[config.mk]
export PLATFORM = sky130hd
export DESIGN_NAME = instr_sequencer
export DESIGN_NICKNAME = d
export VERILOG_FILES = /design/src/rtl/instr_sequencer.sv
export SDC_FILE = /design/constraint.sdc
export NUM_CORES = 1
export LEC_CHECK = 0
export CAP_MARGIN = 15
export CORE_UTILIZATION = 51
export CTS_CLUSTER_DIAMETER = 30
export CTS_CLUSTER_SIZE = 12
export DETAILED_ROUTE_END_ITERATION = 8
export PLACE_DENSITY_LB_ADDON = 0.2
export SYNTH_ARGS = -nofsm -noshare
export SYNTH_HDL_FRONTEND = slang
export SYNTH_SLANG_ARGS = --single-unit
export TNS_END_PERCENT = 50
[constraint.sdc]
create_clock -name clk -period 2.75 [get_ports clk]
set_input_delay 0.275 -clock clk [delete_from_list [all_inputs] [get_ports clk]]
set_output_delay 0.275 -clock clk [all_outputs]
set_load 0.01 [all_outputs]
[src/rtl/instr_sequencer.sv]
// Multi-cycle instruction sequencer: FETCH -> DECODE -> EXEC -> (WB) control
// with program counter and retired-instruction counter.
module instr_sequencer #(
   parameter int PC_W     = 16,
   parameter int RESET_PC = 0,
   parameter int CNT_W    = 16
) (
   input  logic            clk,
   input  logic            rst,
   input  logic            start,
   input  logic            halt_req,
   output logic            imem_req,
   input  logic            imem_ready,
   input  logic [3:0]      opcode,
   output logic            alu_start,
   input  logic            alu_done,
   input  logic            branch_taken,
   input  logic [PC_W-1:0] branch_target,
   output logic            ir_load,
   output logic            imm_sel,
   output logic            rf_we,
   output logic [PC_W-1:0] pc,
   output logic            busy,
   output logic [CNT_W-1:0] retired
);

   typedef enum logic [2:0] {S_IDLE, S_FETCH, S_DECODE, S_EXEC, S_WB} state_t;
   typedef enum logic [1:0] {C_R, C_I, C_B} cls_t;

   state_t           r_state, w_next;
   cls_t             r_cls, w_cls;
   logic             r_first;
   logic [PC_W-1:0]  r_pc, w_pc_nxt, w_pc_inc;
   logic [CNT_W-1:0] r_retired;
   logic             w_pc_en;

   assign w_pc_inc = r_pc + PC_W'(1);

   always_comb begin
      w_cls = C_B;
      if (opcode <= 4'd8)       w_cls = C_R;
      else if (opcode <= 4'd11) w_cls = C_I;
   end

   always_comb begin
      w_next    = r_state;
      imem_req  = 1'b0;
      ir_load   = 1'b0;
      alu_start = 1'b0;
      imm_sel   = 1'b0;
      rf_we     = 1'b0;
      w_pc_en   = 1'b0;
      w_pc_nxt  = w_pc_inc;
      case (r_state)
         S_IDLE:   if (start) w_next = S_FETCH;
         S_FETCH: begin
            imem_req = 1'b1;
            if (imem_ready) begin
               ir_load = 1'b1;
               w_next  = S_DECODE;
            end
         end
         S_DECODE: w_next = S_EXEC;
         S_EXEC: begin
            alu_start = r_first;
            imm_sel   = (r_cls == C_I);
            if (alu_done) begin
               if (r_cls == C_B) begin
                  // branches retire here; this is their boundary cycle
                  w_pc_en  = 1'b1;
                  w_pc_nxt = branch_taken ? branch_target : w_pc_inc;
                  w_next   = halt_req ? S_IDLE : S_FETCH;
               end else begin
                  w_next = S_WB;
               end
            end
         end
         S_WB: begin
            rf_we   = 1'b1;
            w_pc_en = 1'b1;
            w_next  = halt_req ? S_IDLE : S_FETCH;
         end
         default: w_next = S_IDLE;
      endcase
   end

   always_ff @(posedge clk) begin
      if (rst) begin
         r_state   <= S_IDLE;
         r_cls     <= C_R;
         r_first   <= 1'b0;
         r_pc      <= PC_W'(RESET_PC);
         r_retired <= '0;
      end else begin
         r_state <= w_next;
         r_first <= (r_state == S_DECODE);
         if (r_state == S_DECODE) r_cls <= w_cls;
         if (w_pc_en) begin
            r_pc      <= w_pc_nxt;
            r_retired <= r_retired + CNT_W'(1);
         end
      end
   end

   assign pc      = r_pc;
   assign retired = r_retired;
   assign busy    = (r_state != S_IDLE);

endmodule
==> results.md <==
- Most common cell after layout, fill and taps aside: clkdlybuf4s50_1
- Syn Nets: 303
- Reg power frac: 0.482
- Setup Skew: 0.00632 ns
- First-pass GRT wire length: 8970 µm
- DP HPWL: 3900 µm
- R2R depth: 4
- RSZ-0062 raised after global routing: no
- Cell variety after synth: 52
- Cell breakdown of the critical path: inv_1 > nor2_1 > nand2_1 > nor3b_1 > clkdlybuf4s50_1
- Die area: 0.00453 mm²
- Max-slew violation count: 0
- Register area: 761 µm²
- Multi-input logic area: 0.00126 mm²
- Post-synthesis sequential area ratio: 0.350
- TritonRoute pass-1 iters: 5
- #FFs+latches synth: 38
- Maximum clock path buffer count: 2
- Number of flops mapped to enable cells by yosys: 0
- FFs w/ async S/R, synth: 0
- Post-CTS Setup Repair Bufs: 0
- Clock input transition at the sequential cells of the worst setup and hold paths: 0.08 ns
- Die W: 67.3 µm
- Pwr dens: 414 mW/mm²
- Max Freq: 438 MHz
- Final Instance Count excl. Fillers: 382
- Final Hold Viols: 0
- Yosys warns: 0
- H-Tree Level Count: 2
- Largest net degree at the start of global routing: 25
- Vias/cell: 6.19
- Via count: 2,363
- DR DRC count: 0
- Gate power share: 0.114
- Initial antenna violation count: 0
- CTS Buf Count: 5
- Most frequent cells in the layout: clkdlybuf4s50_1, dfxtp_1, a21oi_1, o21ai_0, nand2_1
- Synth-to-layout area growth: 35.0%
- # setup viols final: 0
- Max-Cap Viols: 0
- Crit path DAT: 2.01 ns
- Final Cycle Share: 0.830
- Total grt overflow: 0
- Max FO, Critical Path: 11
- Post-synthesis instance area: 0.00217 mm²
- Layout cell share with drive strength beyond 1: 0.0452
- Net Sw Frac: 0.236
- Routability Congestion: 0.855
- Vias in the first global route: 1,986
- CTS resizes: 0
- Filler cell count: 326
- Root Buffer: clkbuf_8
- Hold depth: 2
- Diode count: 0
- Syn Inst Count: 274
- Nets: 361
- Final Hold Slack: 0.485 ns
- Clock Power Share: 0.403
- Crit path largest cell delay: 0.57 ns
- Mean Syn Cell Area: 7.93 µm²
- CP Class: reg2out
- Placeable core area: 0.00406 mm²
- Port Buf Inserts: 64
- DIE HEIGHT: 67.3 µm
- Leakage Power: 0.936 nW
- Initial drt markers: 230
- Drt wl/cell: 14.6 µm
- Worst VDD drop: 0.421 mV
- Pint: 0.000927 W
- Setup TNS Final: 0 ns
- Critical Path Start Type: register
- Initial core utilization: 0.536
- Hold_buf cts: 0
- Main synth FF type: dfxtp_1
- Total Routed Length: 5570 µm
- Clock Sinks: 38
- IO Pins: 65
- Post-DRT Antenna Nets: 0
- CP max stage cell: dfxtp_1
- Status: complete, no violations
- NetSw: 0.000286 W
- Min Tclk post-route: 2.28 ns
- FP Rows: 23
- Clk Latency, worst-skew pair: 0.30 ns
- Overall Global Routing Usage: 0.261
- Rel. slew slack: 0.429
- Hold Path Class: reg2reg
- Final Util: 0.723
- Endpoint class of the critical path: output port
- Cell count after placement: 375
- Worst Path Required: 2.48 ns
- Worst Tran Pin Value: 0.857 ns
- CTS tree: built
## synthesized netlist by cell type (all sizes together) (2+ instances only)
master / n / area share
a2111oi: 2 / 0.0086
nand2: 17 / 0.029
nand3: 16 / 0.037
o31a: 4 / 0.016
nand4: 8 / 0.023
or3: 9 / 0.026
o31ai: 7 / 0.024
inv: 15 / 0.026
and3: 5 / 0.014
buf: 11 / 0.031
clkbuf: 7 / 0.012
a21o: 2 / 0.0069
o32ai: 3 / 0.012
nor3: 5 / 0.012
o41ai: 2 / 0.0081
o21ai: 21 / 0.048
a311o: 2 / 0.0092
nor2: 14 / 0.024
a21oi: 30 / 0.069
mux2i: 2 / 0.0092
and4: 5 / 0.020
nor2b: 2 / 0.0058
a211oi: 2 / 0.0069
and4b: 2 / 0.0092
nor4: 5 / 0.014
and2: 3 / 0.0086
ha: 2 / 0.012
or4: 9 / 0.031
dfxtp: 38 / 0.35
nor3b: 4 / 0.019
a311oi: 2 / 0.0081
nand4b: 3 / 0.012
## path summary, 6_finish.rpt
path                                   from     endpoint  slack (ns)
worst max-delay path             r_state[1]      imm_sel        0.47
worst max register to register   r_state[0]        pc[8]        0.51
worst min register to register  retired[15]  retired[15]        0.48
worst min-delay path            retired[15]  retired[15]        0.48
## routing by layer
layer  vias to the layer above  share of wire  wire length [µm]  GRT usage
met5                         -              0                 0          0
met4                         0          0.014                80      0.104
met3                         8          0.059               327     0.0405
met2                        82           0.47              2590      0.411
met1                      1105           0.46              2560      0.354
li1                       1168              -                 -          -
## registers in the layout, summed over array words and instances (netlist names)
signal and count:
pc 16, r_cls 2, r_first 1, r_state 3
retired 16
## logic make-up after synthesis
kind of cell	synth area share
AO/OA/AOI/OAI	0.258
XOR/XNOR	0.00403
buffers and inverters	0.0685
adder cells (fa/ha/maj)	0.0115
multiplexers	0.00921
flip-flops	0.350
AND/OR/NAND/NOR	0.299
## critical path, delay by kind of cell (launching register included)
kind	cells	cell delay [ns]
buffers and inverters	2	0.67
flip-flops	1	0.57
AND/OR/NAND/NOR	3	0.47
## stage by stage
step / total power, W / setup WS, ns / cell area, µm²
6_report: 0.00121 / 0.466 / 2930
5_1_grt: 0.00126 / 0.243 / 2930
4_1_cts: 0.00122 / 0.456 / 2930
3_5_place_dp: 0.000737 / 0.465 / 2820
3_3_place_gp: 0.000734 / 0.541 / 2820
2_1_floorplan: 0.000666 / 1.03 / 2170
## power by group through the flow
stage	registers (W)	clock network, W	logic (W)
after floorplan	0.000582	0	0.0000838
after global placement	0.000597	0	0.000137
after detailed placement	0.000598	0	0.000139
after CTS	0.000585	0.000493	0.000140
after global routing	0.000587	0.000516	0.000152
final	0.000585	0.000489	0.000139
## area by class of cell
| class | instances | area share |
|---|---|---|
| inverter | 15 | 0.0192 |
| clock buffer | 6 | 0.0281 |
| timing repair buffer | 69 | 0.231 |
| sequential | 38 | 0.259 |
| multi-input combinational | 203 | 0.431 |
| tap | 50 | 0.0213 |
| clock inverter | 1 | 0.0102 |
Note: power is estimated with default switching activity, not from simulation.
